$ cat src/rtl/approx_add_arbiter_if.sv
// Request/response bundle for the shared approximate adder.
// The master side is the requester/consumer environment, the slave side is
// the arbiter itself. The operation counters ride along as slave outputs so
// monitors see them through the same handle.
interface approx_add_arbiter_if #(
    parameter int NUM_REQ = 4,
    parameter int CNT_W   = 16
);
    localparam int ID_W = $clog2(NUM_REQ);

    logic [NUM_REQ-1:0]       req_valid;
    logic [NUM_REQ-1:0][31:0] req_a;
    logic [NUM_REQ-1:0][31:0] req_b;
    logic [NUM_REQ-1:0]       req_approx;
    logic [NUM_REQ-1:0]       req_ready;

    logic                     resp_valid;
    logic                     resp_ready;
    logic [ID_W-1:0]          resp_id;
    logic [31:0]              resp_sum;
    logic                     resp_carry;
    logic                     resp_approx;

    logic [CNT_W-1:0]         exact_count;
    logic [CNT_W-1:0]         approx_count;

    modport master (
        output req_valid, req_a, req_b, req_approx, resp_ready,
        input  req_ready, resp_valid, resp_id, resp_sum, resp_carry,
               resp_approx, exact_count, approx_count
    );

    modport slave (
        input  req_valid, req_a, req_b, req_approx, resp_ready,
        output req_ready, resp_valid, resp_id, resp_sum, resp_carry,
               resp_approx, exact_count, approx_count
    );
endinterface

$ cat src/rtl/approx_add_arbiter.sv
// Round-robin arbiter sharing one 32-bit adder between NUM_REQ requesters.
// Each operation is either an exact add or an approximate add in which the
// low APPROX_LV bits are a plain OR with no carry leaving that region.
// A single response register carries the result downstream with valid/ready
// backpressure, and two saturating counters record how many operations of
// each mode were accepted.
module approx_add_arbiter #(
    parameter int NUM_REQ   = 4,
    parameter int APPROX_LV = 8,
    parameter int CNT_W     = 16
) (
    input  logic                clk,
    input  logic                reset,
    approx_add_arbiter_if.slave bus
);
    localparam int ID_W = $clog2(NUM_REQ);

    // Width-matched copies of the requester count used by the scan wrap
    localparam logic [ID_W:0]   NUM_REQ_V  = (ID_W + 1)'(NUM_REQ);
    localparam logic [ID_W-1:0] LAST_REQ   = ID_W'(NUM_REQ - 1);

    // Bits covered by the OR approximation; 0 means none, 32 means all
    localparam logic [31:0] LOW_MASK = (APPROX_LV >= 32) ? 32'hFFFF_FFFF
                                     : ((32'd1 << APPROX_LV) - 32'd1);

    localparam logic [CNT_W-1:0] CNT_MAX = '1;

    // Architectural state
    logic [ID_W-1:0]  rrPtr_q,      rrPtr_d;
    logic             respValid_q,  respValid_d;
    logic [ID_W-1:0]  respId_q,     respId_d;
    logic [31:0]      respSum_q,    respSum_d;
    logic             respCarry_q,  respCarry_d;
    logic             respApprox_q, respApprox_d;
    logic [CNT_W-1:0] exactCnt_q,   exactCnt_d;
    logic [CNT_W-1:0] approxCnt_q,  approxCnt_d;

    // Arbitration and datapath intermediates
    logic             canAccept;
    logic             found;
    logic [ID_W-1:0]  grantIdx;
    logic [ID_W:0]    cand;
    logic             accept;
    logic [31:0]      selA;
    logic [31:0]      selB;
    logic             selApprox;
    logic [32:0]      exactSum;
    logic [32:0]      approxHigh;
    logic [31:0]      approxSum;
    logic             approxCarry;
    logic [31:0]      resultSum;
    logic             resultCarry;

    // The output slot is free when empty or being drained this cycle
    assign canAccept = !respValid_q || bus.resp_ready;

    // Round-robin scan: first valid requester at or after the pointer, with wrap
    always_comb begin
        found    = 1'b0;
        grantIdx = '0;
        cand     = '0;
        for (int k = 0; k < NUM_REQ; k++) begin
            cand = {1'b0, rrPtr_q} + k[ID_W:0];
            if (cand >= NUM_REQ_V) begin
                cand = cand - NUM_REQ_V;
            end
            if (!found && bus.req_valid[cand[ID_W-1:0]]) begin
                found    = 1'b1;
                grantIdx = cand[ID_W-1:0];
            end
        end
    end

    // One-hot ready to the granted requester only; silenced while in reset
    always_comb begin
        bus.req_ready = '0;
        if (!reset && found && canAccept) begin
            bus.req_ready[grantIdx] = 1'b1;
        end
    end

    assign accept = !reset && found && canAccept;

    // Steer the granted requester's operands into the shared adder
    always_comb begin
        selA      = bus.req_a[grantIdx];
        selB      = bus.req_b[grantIdx];
        selApprox = bus.req_approx[grantIdx];
    end

    // Exact and approximate sums; the approximate upper part adds operands
    // with their low region zeroed, so no carry can leave the OR region
    always_comb begin
        exactSum    = {1'b0, selA} + {1'b0, selB};
        approxHigh  = {1'b0, selA & ~LOW_MASK} + {1'b0, selB & ~LOW_MASK};
        approxSum   = approxHigh[31:0] | ((selA | selB) & LOW_MASK);
        approxCarry = approxHigh[32];
        if (selApprox) begin
            resultSum   = approxSum;
            resultCarry = approxCarry;
        end else begin
            resultSum   = exactSum[31:0];
            resultCarry = exactSum[32];
        end
    end

    // Next state for pointer, response register and counters
    always_comb begin
        rrPtr_d      = rrPtr_q;
        respValid_d  = respValid_q;
        respId_d     = respId_q;
        respSum_d    = respSum_q;
        respCarry_d  = respCarry_q;
        respApprox_d = respApprox_q;
        exactCnt_d   = exactCnt_q;
        approxCnt_d  = approxCnt_q;

        if (accept) begin
            respValid_d  = 1'b1;
            respId_d     = grantIdx;
            respSum_d    = resultSum;
            respCarry_d  = resultCarry;
            respApprox_d = selApprox;
            rrPtr_d      = (grantIdx == LAST_REQ) ? '0 : grantIdx + ID_W'(1);
            if (selApprox) begin
                if (approxCnt_q != CNT_MAX) begin
                    approxCnt_d = approxCnt_q + CNT_W'(1);
                end
            end else begin
                if (exactCnt_q != CNT_MAX) begin
                    exactCnt_d = exactCnt_q + CNT_W'(1);
                end
            end
        end else if (bus.resp_ready) begin
            respValid_d = 1'b0;
        end
    end

    // State registers, cleared asynchronously so a pending response vanishes at once
    always_ff @(posedge clk or posedge reset) begin
        if (reset) begin
            rrPtr_q      <= '0;
            respValid_q  <= 1'b0;
            respId_q     <= '0;
            respSum_q    <= '0;
            respCarry_q  <= 1'b0;
            respApprox_q <= 1'b0;
            exactCnt_q   <= '0;
            approxCnt_q  <= '0;
        end else begin
            rrPtr_q      <= rrPtr_d;
            respValid_q  <= respValid_d;
            respId_q     <= respId_d;
            respSum_q    <= respSum_d;
            respCarry_q  <= respCarry_d;
            respApprox_q <= respApprox_d;
            exactCnt_q   <= exactCnt_d;
            approxCnt_q  <= approxCnt_d;
        end
    end

    assign bus.resp_valid   = respValid_q;
    assign bus.resp_id      = respId_q;
    assign bus.resp_sum     = respSum_q;
    assign bus.resp_carry   = respCarry_q;
    assign bus.resp_approx  = respApprox_q;
    assign bus.exact_count  = exactCnt_q;
    assign bus.approx_count = approxCnt_q;
endmodule

$ cat src/flat_wrapper.sv
// flat-port wrapper written by rule: the top's interface ports become plain ports
module approx_add_arbiter_flat 
#(
    parameter int NUM_REQ   = 4,
    parameter int APPROX_LV = 8,
    parameter int CNT_W     = 16
)
  (clk, reset, bus_req_valid, bus_req_a, bus_req_b, bus_req_approx, bus_resp_ready, bus_req_ready, bus_resp_valid, bus_resp_id, bus_resp_sum, bus_resp_carry, bus_resp_approx, bus_exact_count, bus_approx_count);
  approx_add_arbiter_if #(.NUM_REQ(NUM_REQ), .CNT_W(CNT_W)) bus_i ();
  input  logic clk;
  input  logic reset;
  input wire logic [$bits(bus_i.req_valid)-1:0] bus_req_valid;
  input wire logic [$bits(bus_i.req_a)-1:0] bus_req_a;
  input wire logic [$bits(bus_i.req_b)-1:0] bus_req_b;
  input wire logic [$bits(bus_i.req_approx)-1:0] bus_req_approx;
  input wire logic [$bits(bus_i.resp_ready)-1:0] bus_resp_ready;
  output wire logic [$bits(bus_i.req_ready)-1:0] bus_req_ready;
  output wire logic [$bits(bus_i.resp_valid)-1:0] bus_resp_valid;
  output wire logic [$bits(bus_i.resp_id)-1:0] bus_resp_id;
  output wire logic [$bits(bus_i.resp_sum)-1:0] bus_resp_sum;
  output wire logic [$bits(bus_i.resp_carry)-1:0] bus_resp_carry;
  output wire logic [$bits(bus_i.resp_approx)-1:0] bus_resp_approx;
  output wire logic [$bits(bus_i.exact_count)-1:0] bus_exact_count;
  output wire logic [$bits(bus_i.approx_count)-1:0] bus_approx_count;
  assign bus_i.req_valid = bus_req_valid;
  assign bus_i.req_a = bus_req_a;
  assign bus_i.req_b = bus_req_b;
  assign bus_i.req_approx = bus_req_approx;
  assign bus_i.resp_ready = bus_resp_ready;
  assign bus_req_ready = bus_i.req_ready;
  assign bus_resp_valid = bus_i.resp_valid;
  assign bus_resp_id = bus_i.resp_id;
  assign bus_resp_sum = bus_i.resp_sum;
  assign bus_resp_carry = bus_i.resp_carry;
  assign bus_resp_approx = bus_i.resp_approx;
  assign bus_exact_count = bus_i.exact_count;
  assign bus_approx_count = bus_i.approx_count;
  approx_add_arbiter #(.NUM_REQ(NUM_REQ), .APPROX_LV(APPROX_LV), .CNT_W(CNT_W)) u_core (.clk(clk), .reset(reset), .bus(bus_i));
endmodule
$ cat config.mk
export PLATFORM = sky130hd
export DESIGN_NAME = approx_add_arbiter_flat
export DESIGN_NICKNAME = d
export VERILOG_FILES = /design/src/rtl/approx_add_arbiter_if.sv /design/src/rtl/approx_add_arbiter.sv /design/src/flat_wrapper.sv
export SDC_FILE = /design/constraint.sdc
export NUM_CORES = 1
export LEC_CHECK = 0
export BUFFER_PORTS_ARGS = -buffer_cell sky130_fd_sc_hd__clkbuf_2
export CAP_MARGIN = 15
export CORE_MARGIN = 10
export CORE_UTILIZATION = 30
export DETAILED_ROUTE_END_ITERATION = 6
export GPL_TIMING_DRIVEN = 0
export PLACE_DENSITY = 0.57
export SLEW_MARGIN = 20
export SYNTH_ARGS = -nofsm -noshare
export SYNTH_HDL_FRONTEND = slang
export SYNTH_SLANG_ARGS = --single-unit
$ cat constraint.sdc
create_clock -name clk -period 10.28 [get_ports clk]
set_input_delay 2.056 -clock clk [delete_from_list [all_inputs] [get_ports clk]]
set_output_delay 2.056 -clock clk [all_outputs]
set_load 0.01 [all_outputs]
== Yosys cells after proc, flatten, opt, wreduce, memory -nomap -nowiden ==
Cells that the tools add are included.

* Output and inout port bits: 73
* Bits in registers: 71
* Word-level logic and storage cells: 85
* Input bits: 267

* $add $sub $neg: 12
* Multiplexer cells: 34
* Magnitude comparators: 10
* Reductions and logical operators: 15
* Equality and inequality tests: 3
* Bitwise logic cells: 3

{| class="wikitable"
|+ Operators with widths
! operator !! count
|-
| 32-bit binary-select mux with 2-bit select || 2
|-
| 32-bit two-way mux || 3
|-
| 32-bit by 32-bit adder with 33-bit output || 2
|-
| 16-bit by 1-bit adder with 16-bit output (second input constant) || 2
|-
| 16-bit inequality test (second input constant) || 2
|-
| 32-bit by 8-bit bitwise OR with 32-bit output || 1
|-
| 2-bit two-way mux || 9
|-
| 2-bit by 3-bit less-than comparator with 1-bit output (second input constant) || 5
|-
| 1-bit two-way mux || 13
|-
| 1-bit binary-select mux with 2-bit select || 5
|-
| 3-bit >= comparator (second input constant) || 3
|-
| 8-bit bitwise OR || 1
|-
| 2-bit by 1-bit subtractor with 2-bit output (second input constant) || 4
|-
| 2-bit by 2-bit adder with 3-bit output (second input constant) || 2
|-
| 1-bit logical AND || 6
|-
| 3-bit AND reduction || 2
|-
| 1-bit zero test || 5
|-
| 4-bit two-way mux || 1
|-
| 2-bit by 1-bit adder with 3-bit output (second input constant) || 1
|-
| 2-bit by 3-bit >= comparator with 1-bit output (second input constant) || 1
|-
| 2-bit by 1-bit adder with 2-bit output (second input constant) || 1
|-
| 1-bit demux with 2-bit select || 1
|-
| 2-bit equality test (second input constant) || 1
|-
| 2-bit by 1-bit >= comparator with 1-bit output (second input constant) || 1
|-
| 3 further kinds || 3
|}

== Logic depth before layout (Yosys ltp) ==
Gate-level depths: netlist of the first run.

* Depth after elaboration: 19
* Depth in mapped cells: 22
* Gate-level depth less buffers: 19

== Worst setup path before layout of the first run ==
No wires, ideal clock.

* Path kind: input to output
* Start point: input reset
* End point: output bus_req_ready[0]
* Stages on the path: 6
* Path buffers: 2
* Slack: 3.476 ns
* Data arrival time: 4.748 ns
* Data required time: 8.224 ns
* Cells stage by stage: inv_1 > o41ai_1 > nor2b_1 > clkbuf_1 > clkbuf_1 > and2_1

* Cells in the longest elaborated chain, start to end: 4

{| class="wikitable"
|+ RTL lines
! item !! RTL line !! source
|-
| start, declared || flat_wrapper.sv:11 || <nowiki>input logic reset;</nowiki>
|-
| 1-bit zero test || approx_add_arbiter.sv:77 || <nowiki>if (!reset && found && canAccept) begin</nowiki>
|-
| 1-bit logical AND (2 in series) || approx_add_arbiter.sv:77 ||
|-
| 4-bit two-way mux || approx_add_arbiter.sv:77 ||
|-
| end, declared || flat_wrapper.sv:17 || <nowiki>output wire logic [$bits(bus_i.req_ready)-1:0] bus_req_ready;</nowiki>
|}

No other way between the ends.

== Final worst setup path of the first run ==
* Start point: input bus_req_valid[0]
* End point: register u_core.respSum_q[26], in the netlist u_core.bus.resp_sum[26]

* Cells in the longest elaborated chain, start to end: 17
* Elaborated cells between the ends (all ways): 34
* Those cells by class: add/sub: 2; mux: 23; bitwise: 1; reduce/logical: 8

{| class="wikitable"
|+ RTL lines
! item !! RTL line !! source
|-
| start, declared || flat_wrapper.sv:12 || <nowiki>input wire logic [$bits(bus_i.req_valid)-1:0] bus_req_valid;</nowiki>
|-
| 1-bit binary-select mux with 2-bit select || approx_add_arbiter.sv:67 || <nowiki>if (!found && bus.req_valid[cand[ID_W-1:0]]) begin</nowiki>
|-
| 1-bit two-way mux (not written as such) || approx_add_arbiter.sv:67 ||
|-
| 1-bit two-way mux || approx_add_arbiter.sv:67 ||
|-
| 1-bit zero test || approx_add_arbiter.sv:67 ||
|-
| 1-bit logical AND || approx_add_arbiter.sv:67 ||
|-
| 1-bit two-way mux || approx_add_arbiter.sv:67 ||
|-
| 1-bit zero test || approx_add_arbiter.sv:67 ||
|-
| 1-bit logical AND || approx_add_arbiter.sv:67 ||
|-
| 1-bit two-way mux || approx_add_arbiter.sv:67 ||
|-
| 1-bit zero test || approx_add_arbiter.sv:67 ||
|-
| 1-bit logical AND || approx_add_arbiter.sv:67 ||
|-
| 2-bit two-way mux || approx_add_arbiter.sv:67 ||
|-
| 32-bit binary-select mux with 2-bit select, on equally long branches || approx_add_arbiter.sv:86, approx_add_arbiter.sv:87 ||
|-
| 32-bit two-way mux, on equally long branches || approx_add_arbiter.sv:86, approx_add_arbiter.sv:87 ||
|-
| 32-bit by 32-bit adder with 33-bit output || approx_add_arbiter.sv:95 || <nowiki>approxHigh = {1'b0, selA & ~LOW_MASK} + {1'b0, selB & ~LOW_MASK};</nowiki>
|-
| 32-bit by 8-bit bitwise OR with 32-bit output || approx_add_arbiter.sv:96 || <nowiki>approxSum = approxHigh[31:0] | ((selA | selB) & LOW_MASK);</nowiki>
|-
| 32-bit two-way mux || approx_add_arbiter.sv:98 || <nowiki>if (selApprox) begin</nowiki>
|-
| end signal, assigned || approx_add_arbiter.sv:154 || <nowiki>respSum_q <= respSum_d;</nowiki>
|-
| end, declared || approx_add_arbiter.sv:32 || <nowiki>logic [31:0] respSum_q, respSum_d;</nowiki>
|}

Parallel ways exist; a longest one is shown, timed or not. The select of a mux whose other input is x is not followed.
A chain may end at the register's enable or synchronous reset.

==> qor.yml, run 1 <==
maxSlewViolCount: 0
cp-end-kind: "register"
tightest_slew_ns: 0.987
r2r_slack_ns: 4.35
ys_seq_area_frac: 0.251
ir_worst_vdd_mv: 0.0956
fin_crit_sh: 0.715
yosys_warnings: 0
holdPathEnd: "u_core.bus.resp_sum[17]"
grt_start_max_net_pins: 58
cts_made_buffers: 9
slew_headroom: 0.325
cp_max_fo: 10
yosys.area.top_type: "dfrtp_1"
grt_pass1_vias: 8645
crit_required_ns: 10.53
synth_top_area_share: 0.251
start_util: 0.304
grt_use_total: 0.201
drt-total-wl_um: 31600
outcome: "finished, final reports clean"
leakagePower_nw: 5.02
period_minus_slack_ns: 7.35
core_sq_um: 23300
vias: 8515
crit_path_cell_trace: "clkbuf_2 -> and2_4 -> and2_0 -> or3_1 -> buf_2 -> clkbuf_1 -> clkbuf_1 -> nand2_1 -> nand3_1 -> nand2_1 -> inv_1 -> ha_1 -> fa_1 -> a211oi_1 -> o21bai_1 -> a21oi_1 -> o2bb2ai_1 -> a2111oi_4 -> a2111oi_0 -> o31ai_1 -> a2111o_1 -> o211ai_1"
synthArstFlopShare: 1.00
grt_first_pass_wirelength_um: 48800
dominantRegCellSynth: "dfrtp_1"
drive_gt1_frac: 0.267
syn_inst: 1031
r2r_start: "u_core.rrPtr_q[1]"
area_growth_syn_to_layout_pct: 34.3
ff_latch_area_sq_um: 1780
fmax_ghz: 0.136
critPathBufInv: 5
cts_tree: "done"
grt-ovfl-total: 0
multi_input_comb_area_sq_um: 4930
hp-class: "reg2reg"
fin_skew_ns: 0.00516
synth_edf_count: 0
cp-start-kind: "primary input"
crit_family: "compound AO/OA/AOI/OAI gates"
cts_sinks: 71
finalSetupTns_ns: 0
vias_per_cell: 4.99
clockBufferDepth: 2
port-buffer-count: 339
synth_cell_types: 55
design_area_sq_um: 9530
power.density_nw_per_um2: 328
htree_num_levels: 3
drtPass1Iterations: 5
worstSetupPathType: "in2reg"
power_mw: 3.13
reg2reg_to: "u_core.bus.resp_sum[26]"
row_count: 56
fill_cells: 2518
cts_resized: 0
setup_violations: 0
cp_slowest_stage_delay_ns: 0.91
antenna_cells: 0
clk_pin_slew_ns: 0.06
wl_per_cell_um: 18.5
hold_violations: 0
nets: 1697
syn_avg_cell_area_sq_um: 6.88
cts_root_buf: "clkbuf_16"
dieArea_sq_um: 30200
worstHoldStart: "u_core.bus.resp_sum[17]"
die_h_um: 174
synth_area_sq_um: 7090
place.gp.congestion: 0.898
clkLatencyLatePin_ns: 0.33
drc_errors: 0
critPathArrivalTime_ns: 7.60
pre_cts_slack_ns: 2.66
synth.ff_latch_count: 71
io_pins: 340
dpl-instance-area_sq_um: 9220
drtAntennaViolNets: 0
yosys-top-cells-area: "dfrtp_1, nand2_1, ha_1"
holdPathStages: 2
maxCapViolCount: 0
reg2reg_depth: 21
rsz0062_at_grt: "no"
slowest_stage: "a2111oi_0"
setup.worst_path.start: "bus_req_valid[0]"
postCtsSetupRepairBufs: 0
drt_iter0_drc: 616
setup_slack_ns: 2.93
antenna_found_initial: 0
synth_nets: 1346
die_x_um: 174
hpwl_um: 27100
cts-hold-fix-buffers: 0
placed cells by master, fill, tap and decap left out, types with 3 or more instances in the layout:
cell type and n:
nand4_1 12, or3_1 4, a21o_1 14, nand2b_1 8, clkbuf_16 9, inv_1 30
and2_1 23, buf_1 5, o21ai_0 44, a31oi_1 55, o31ai_1 5, xor2_1 12
a211oi_1 5, ha_1 46, dfrtp_1 71, and4_1 4, xnor2_1 38, nand3_1 62
o21a_1 4, nor4_1 4, clkbuf_2 339, nor2_1 30, o21bai_1 10, clkbuf_1 61
o211ai_1 6, nand2_1 326, nand3b_1 3, a21oi_1 45, nor3_1 6, mux2_2 3
nor2b_1 5, and3_1 60
worst register-to-register path: stages (launching register included):
cell	delay (ns)
dfrtp_1	0.44
and2_4	0.17
and2_0	0.14
or3_1	0.35
buf_2	0.20
clkbuf_1	0.28
clkbuf_1	0.39
nand2_1	0.16
nand3_1	0.09
nand2_1	0.15
inv_1	0.06
ha_1	0.22
fa_1	0.45
a211oi_1	0.30
o21bai_1	0.14
a21oi_1	0.24
o2bb2ai_1	0.24
a2111oi_4	0.13
a2111oi_0	0.91
o31ai_1	0.26
a2111o_1	0.46
o211ai_1	0.09
routing by layer:
metal,share of wire,global-route usage,routed length [um]
met2,0.47,0.335,14700
met3,0.078,0.0549,2460
met4,0.019,0.0531,593
met1,0.44,0.250,13800
met5,0,0,0
logic make-up after synthesis:
kind of cell,count (synthesis),synth area share
adders and majority gates,48,0.0868
and+or+nand+nor,554,0.356
buffers and inverters,100,0.0540
AOI/OAI and AO/OA,204,0.185
DFF,71,0.251
xor gates and xnor gates,50,0.0618
muxes,4,0.00617
layout make-up:
| class | instances | share of cell area |
|---|---|---|
| plain buffers | 68 | 0.0271 |
| clock buffers | 11 | 0.0265 |
| clock inverters | 5 | 0.00591 |
| inverters | 32 | 0.0134 |
| multi-input cells | 860 | 0.518 |
| flip-flops and latches | 71 | 0.186 |
| well taps | 319 | 0.0419 |
| repair buffers | 340 | 0.181 |
per-stage QoR:
| stage | hold slack [ns] | std cells | util |
|---|---|---|---|
| after floorplan | 0.485 | 1031 | - |
| after global placement | 0.465 | 1689 | 0.394 |
| after detailed placement | 0.472 | 1690 | 0.395 |
| after CTS | 0.485 | 1706 | 0.408 |
| after global routing | 0.499 | 1706 | 0.408 |
| final | 0.479 | 1706 | 0.408 |
report_power, final:
part / switching (mW) / internal, mW
registers: 0.0701 / 0.375
logic: 1.48 / 0.882
clock network: 0.116 / 0.200
total: 1.67 / 1.46
cells in the mapped netlist, types with 14 or more instances:
cell        n
a21o_1     14
a21oi_1    45
a31oi_1    55
and2_1     23
and3_1     60
clkbuf_1   61
dfrtp_1    71
ha_1       46
inv_1      31
nand2_1   326
nand3_1    62
nor2_1     30
o21ai_0    44
xnor2_1    38
registers in the layout, summed over array words and instances (netlist names):
signal,flops
u_core.bus.resp_sum,32
u_core.bus.approx_count,16
u_core.bus.exact_count,16
u_core.bus.resp_id,2
u_core.rrPtr_q,2
u_core.bus.resp_approx,1
u_core.bus.resp_carry,1
u_core.bus.resp_valid,1
worst max path at each step:
stage / endpoint / slack (ns) / cells past startpoint
final: u_core.bus.resp_sum[26] / 2.93 / 22
after detailed placement: u_core.bus.resp_sum[26] / 2.66 / 22
after CTS: u_core.bus.resp_sum[26] / 3.01 / 22
after global placement: bus_req_ready[2] / 2.15 / 8
after floorplan: bus_req_ready[0] / 3.48 / 6
after global routing: u_core.bus.resp_sum[26] / 2.61 / 22
No activity file was read; power rests on OpenSTA's default activity.
==> run 2, diff against run 1 <==
- PLACE_DENSITY: 0.57 -> 0.59
- clock period: 10.28 -> 6.67 ns (I/O delays scaled with it)
==> run 2 against run 1 <==
The flow now finishes with violations (design-rule violations). Final cell count barely moved. Register-to-register slack got worse by 3.2 ns. Die area unchanged. Sequential power increased by 54%. Via count grew 1.2%. Largest power group unchanged. Setup slack got worse by 2.5 ns. Routed wire length up 3.1%. Flip-flop and latch count is the same. Power rose by 54%. Combinational power increased by 55%. First-iteration DRC count is 13% higher.
==> qor.yml, run 2 (same netlist as run 1, synthesis figures left out) <==
outcome: "complete, but fails checks"
violations: "design-rule violations"
fin_cells: 1707
start_util: 0.304
setup.worst_path.start: "bus_req_valid[0]"
dpl-instance-area_sq_um: 9210
p_comb_frac: 0.760
cts_tree: "done"
die_x_um: 174
tightest_slew_ns: 0.804
design_area_sq_um: 9510
r2r_start: "u_core.rrPtr_q[1]"
fin_crit_sh: 0.943
drtAntennaViolNets: 0
cts_made_buffers: 9
vias_per_cell: 5.05
grt-ovfl-total: 0
port-buffer-count: 339
multi_input_comb_area_sq_um: 4940
place.gp.congestion: 0.894
cts_sinks: 71
row_count: 56
crit_family: "compound AO/OA/AOI/OAI gates"
seqPwrFrac: 0.142
postCtsSetupRepairBufs: 0
fill_cells: 2535
clkPwrFrac: 0.098
p_switching_mw: 2.57
cp-start-kind: "primary input"
grt_first_pass_wirelength_um: 48800
slowest_stage: "o41ai_4"
fin_skew_ns: 0.00692
fmax_ghz: 0.159
setup_violations: 0
period_minus_slack_ns: 6.29
htree_num_levels: 3
maxCapViolCount: 0
hpwl_um: 28000
grt_pass1_vias: 8485
drt-total-wl_um: 32600
largest_reg_flops: 32
layout_commonest_cell: "clkbuf_2"
io_pins: 340
fin_util: 0.408
area_growth_syn_to_layout_pct: 34.1
clockBufferDepth: 2
ff_latch_area_sq_um: 1780
drive_gt1_frac: 0.266
antenna_found_initial: 1
cts_root_buf: "clkbuf_16"
drt_iter0_drc: 699
cts-hold-fix-buffers: 0
dieArea_sq_um: 30200
crit_path_cell_trace: "clkbuf_2 -> and2_4 -> and2_0 -> or3_1 -> buf_2 -> clkinv_4 -> clkbuf_1 -> clkbuf_1 -> nand2_1 -> nand3_1 -> and2_1 -> ha_1 -> fa_1 -> a211oi_1 -> o21bai_1 -> a21oi_1 -> o2bb2ai_1 -> a2111oi_4 -> a221oi_2 -> o41ai_4 -> or3b_1 -> a31oi_1"
rsz0062_at_grt: "no"
finalSetupTns_ns: 0
swShare: 0.534
die_h_um: 174
final_cell_mix: "clkbuf_2, nand2_1, dfrtp_1"
wl_per_cell_um: 19.1
core_sq_um: 23300
power.density_nw_per_um2: 506
nets: 1697
leakagePower_nw: 5.00
clk_pin_slew_ns: 0.05
critPathArrivalTime_ns: 6.53
hold_violations: 0
crit_required_ns: 6.91
clkLatencyLatePin_ns: 0.33
cp_max_fo: 10
critPathBufInv: 5
cp_common_cell: "clkbuf_1"
cp-end-kind: "register"
ir_worst_vdd_mv: 0.207
slew_headroom: 0.464
worstSetupPathType: "in2reg"
grt_use_total: 0.204
cp_slowest_stage_delay_ns: 0.52
dp_cells: 1690
worstHoldStart: "u_core.bus.resp_sum[5]"
grt_start_max_net_pins: 42
maxSlewViolCount: 0
vias: 8617
drc_errors: 2
hp-class: "reg2reg"
drtPass1Iterations: 7
intPower_mw: 2.24
run 2: repair_timing:
item	CTS	global route
resized for setup	1	1
gates cloned	0	0
endpoints found under the hold margin	0	0
setup endpoints to repair	1	1
run 2: final timing paths:
kind,endpoint,slack (ns),cells after the start
max,u_core.bus.resp_carry,0.38,22
min,u_core.bus.resp_sum[5],0.48,2
max reg2reg,u_core.bus.resp_carry,1.10,21
min reg2reg,u_core.bus.resp_sum[5],0.48,2
max in group asynchronous,u_core.bus.resp_sum[20],5.07,3
min in group asynchronous,u_core.bus.exact_count[12],1.04,2
run 2: final cells by class:
type | instances | share of cell area
multi-input combinational | 860 | 0.519
sequential | 71 | 0.187
timing repair buffer | 340 | 0.180
tap | 319 | 0.0420
buffer | 68 | 0.0271
clock buffer | 13 | 0.0263
inverter | 32 | 0.0134
clock inverter | 3 | 0.00447
antenna | 1 | 0.000263
run 2: routing by layer:
metal / track usage / share of wire / vias up
met2: 0.340 / 0.47 / 348
met1: 0.254 / 0.43 / 3973
met4: 0.0591 / 0.023 / 0
li1: - / - / 4255
met3: 0.0505 / 0.077 / 41
met5: 0 / 0 / -
run 2: through the flow:
step	total power [mW]	hold slack (ns)	setup WS [ns]
2_1_floorplan	3.18	0.485	1.08
3_3_place_gp	4.26	0.461	-0.309
3_5_place_dp	4.30	0.470	-0.348
4_1_cts	4.80	0.482	0.172
5_1_grt	5.28	0.488	0.0877
6_report	4.81	0.478	0.380
run 2: worst min-delay path, stage by stage (launching register included):
cell and delay, ns:
dfrtp_1 0.34, nand2_1 0.05, o21ai_0 0.06
run 2: power by group through the flow:
stage	clock (mW)	combinational [mW]	sequential [mW]
4_1_cts	0.482	3.63	0.684
3_5_place_dp	0	3.60	0.692
6_report	0.473	3.65	0.684
3_3_place_gp	0	3.58	0.686
2_1_floorplan	0	2.44	0.736
5_1_grt	0.503	4.07	0.703
==> run 3, diff against run 2 <==
- CORE_UTILIZATION: 30 -> 43
- PLACE_DENSITY: 0.59 -> 0.79
==> run 3 against run 2 <==
The flow now finishes without violations. Sequential share of layout area grew 0.22 points. Routed wire length shrank 4.8%. Flip-flop and latch count is the same. Register-to-register slack lost 0.10 ns. Critical path depth is the same. Maximum frequency shrank 1.1%. Global-route usage grew 6.7 points. Via count grew 0.91%. Largest power group unchanged.
==> qor.yml, run 3 (same netlist as run 1, synthesis figures left out) <==
p_comb_frac: 0.756
drive_gt1_frac: 0.267
fmax_ghz: 0.157
vias_per_cell: 5.42
critPathArrivalTime_ns: 6.61
hp-class: "reg2reg"
final_cell_mix: "clkbuf_2, nand2_1, dfrtp_1"
crit_family: "compound AO/OA/AOI/OAI gates"
clockBufferDepth: 2
drtPass1Iterations: 5
dieArea_sq_um: 22000
row_count: 46
vias: 8695
holdPathStages: 2
cts_made_buffers: 9
hpwl_um: 26200
cp_slowest_stage_delay_ns: 0.76
drtAntennaViolNets: 0
slew_headroom: 0.488
place.gp.congestion: 0.985
fin_crit_sh: 0.953
maxCapViolCount: 0
drc_errors: 0
period_minus_slack_ns: 6.36
cts_tree: "done"
reg2reg_depth: 21
cts_root_buf: "clkbuf_16"
antenna_found_initial: 1
cp_max_fo: 10
wl_per_cell_um: 19.3
cts_sinks: 71
maxSlewViolCount: 0
tightest_slew_ns: 0.766
crit_path_cell_trace: "clkbuf_2 -> and2_4 -> and2_0 -> or3_1 -> buf_2 -> clkbuf_1 -> clkbuf_1 -> nand2_1 -> nand3_1 -> nand2_1 -> inv_1 -> ha_1 -> fa_1 -> a211oi_1 -> o21bai_1 -> a21oi_1 -> o2bb2ai_1 -> a2111oi_4 -> a2111oi_1 -> o31ai_1 -> a2111o_1 -> o211ai_1"
intPower_mw: 2.23
largest_reg_flops: 32
die_x_um: 148
cp-end-kind: "register"
outcome: "finished, final reports clean"
io_pins: 340
area_growth_syn_to_layout_pct: 32.6
grt_start_max_net_pins: 51
grt_first_pass_wirelength_um: 47500
drt_iter0_drc: 702
worstSetupPathType: "in2reg"
setup_violations: 0
grt_use_total: 0.271
seqPwrFrac: 0.142
start_util: 0.443
fin_util: 0.588
p_switching_mw: 2.56
cp-start-kind: "primary input"
nets: 1697
clkLatencyLatePin_ns: 0.34
layout_commonest_cell: "clkbuf_2"
swShare: 0.534
core_sq_um: 16000
postCtsSetupRepairBufs: 0
clkPwrFrac: 0.102
htree_num_levels: 3
grt-ovfl-total: 0
die_h_um: 148
grt_pass1_vias: 8477
slowest_stage: "a2111oi_1"
rsz0062_at_grt: "no"
hold_violations: 0
port-buffer-count: 339
drt-total-wl_um: 31000
critPathBufInv: 5
ir_worst_vdd_mv: 0.198
leakagePower_nw: 5.01
power_mw: 4.79
worst-path-stages: 22
fin_skew_ns: 0.00620
power.density_nw_per_um2: 510
hold_ws_ns: 0.479
crit_required_ns: 6.92
clk_pin_slew_ns: 0.06
## run 3: repair_timing
item,CTS,global route
setup endpoints to repair,0,1
hold buffers,0,0
resized for setup,0,1
## run 3: per-stage QoR
| stage | std cells | instance area [sq um] | setup WS [ns] | setup TNS [ns] |
|---|---|---|---|---|
| 2_1_floorplan | 1031 | 7090 | 1.08 | 0 |
| 3_3_place_gp | 1586 | 9060 | -0.00707 | -0.00707 |
| 3_5_place_dp | 1587 | 9090 | -0.0935 | -0.0935 |
| 4_1_cts | 1603 | 9400 | 0.227 | 0 |
| 5_1_grt | 1604 | 9400 | 0.0449 | 0 |
| 6_report | 1604 | 9400 | 0.311 | 0 |
## run 3: worst min-delay path, cell delays in order, from the launching register on
cell	delay, ns
dfrtp_1	0.34
nand2_1	0.05
o21ai_0	0.06
## run 3: layout make-up
class,count,area [sq um]
Antenna cell,1,2.50
Buffer,68,258
Clock buffer,10,239
Clock inverter,6,70.1
Fill cell,1615,6600
Inverter,32,128
Multi-Input combinational cell,860,4930
Sequential cell,71,1780
Tap cell,216,270
Timing Repair Buffer,340,1720
## run 3: routing by layer
| layer | GRT usage | wire, um | up-vias |
|---|---|---|---|
| li1 | - | - | 4242 |
| met1 | 0.338 | 12400 | 4028 |
| met2 | 0.449 | 14800 | 393 |
| met3 | 0.0707 | 3130 | 32 |
| met4 | 0.0763 | 575 | 0 |
| met5 | 0 | 0 | - |
## run 3: worst paths after layout
path,startpoint,end,slack [ns]
max,bus_req_valid[0],u_core.bus.resp_sum[26],0.31
min,u_core.bus.resp_sum[6],u_core.bus.resp_sum[6],0.48
max reg2reg,u_core.rrPtr_q[1],u_core.bus.resp_sum[26],1.00
min reg2reg,u_core.bus.resp_sum[6],u_core.bus.resp_sum[6],0.48
max in group asynchronous,reset,u_core.bus.resp_sum[22],5.20
min in group asynchronous,reset,u_core.bus.approx_count[10],0.94
## run 3: power groups by stage
stage               Combinational [mW]  Clock [mW]  Sequential, mW
floorplan                         2.44           0           0.736
global placement                  3.47           0           0.677
detailed placement                3.53           0           0.685
CTS                               3.56       0.492           0.679
global route                      4.02       0.511           0.699
finish                            3.62       0.490           0.680
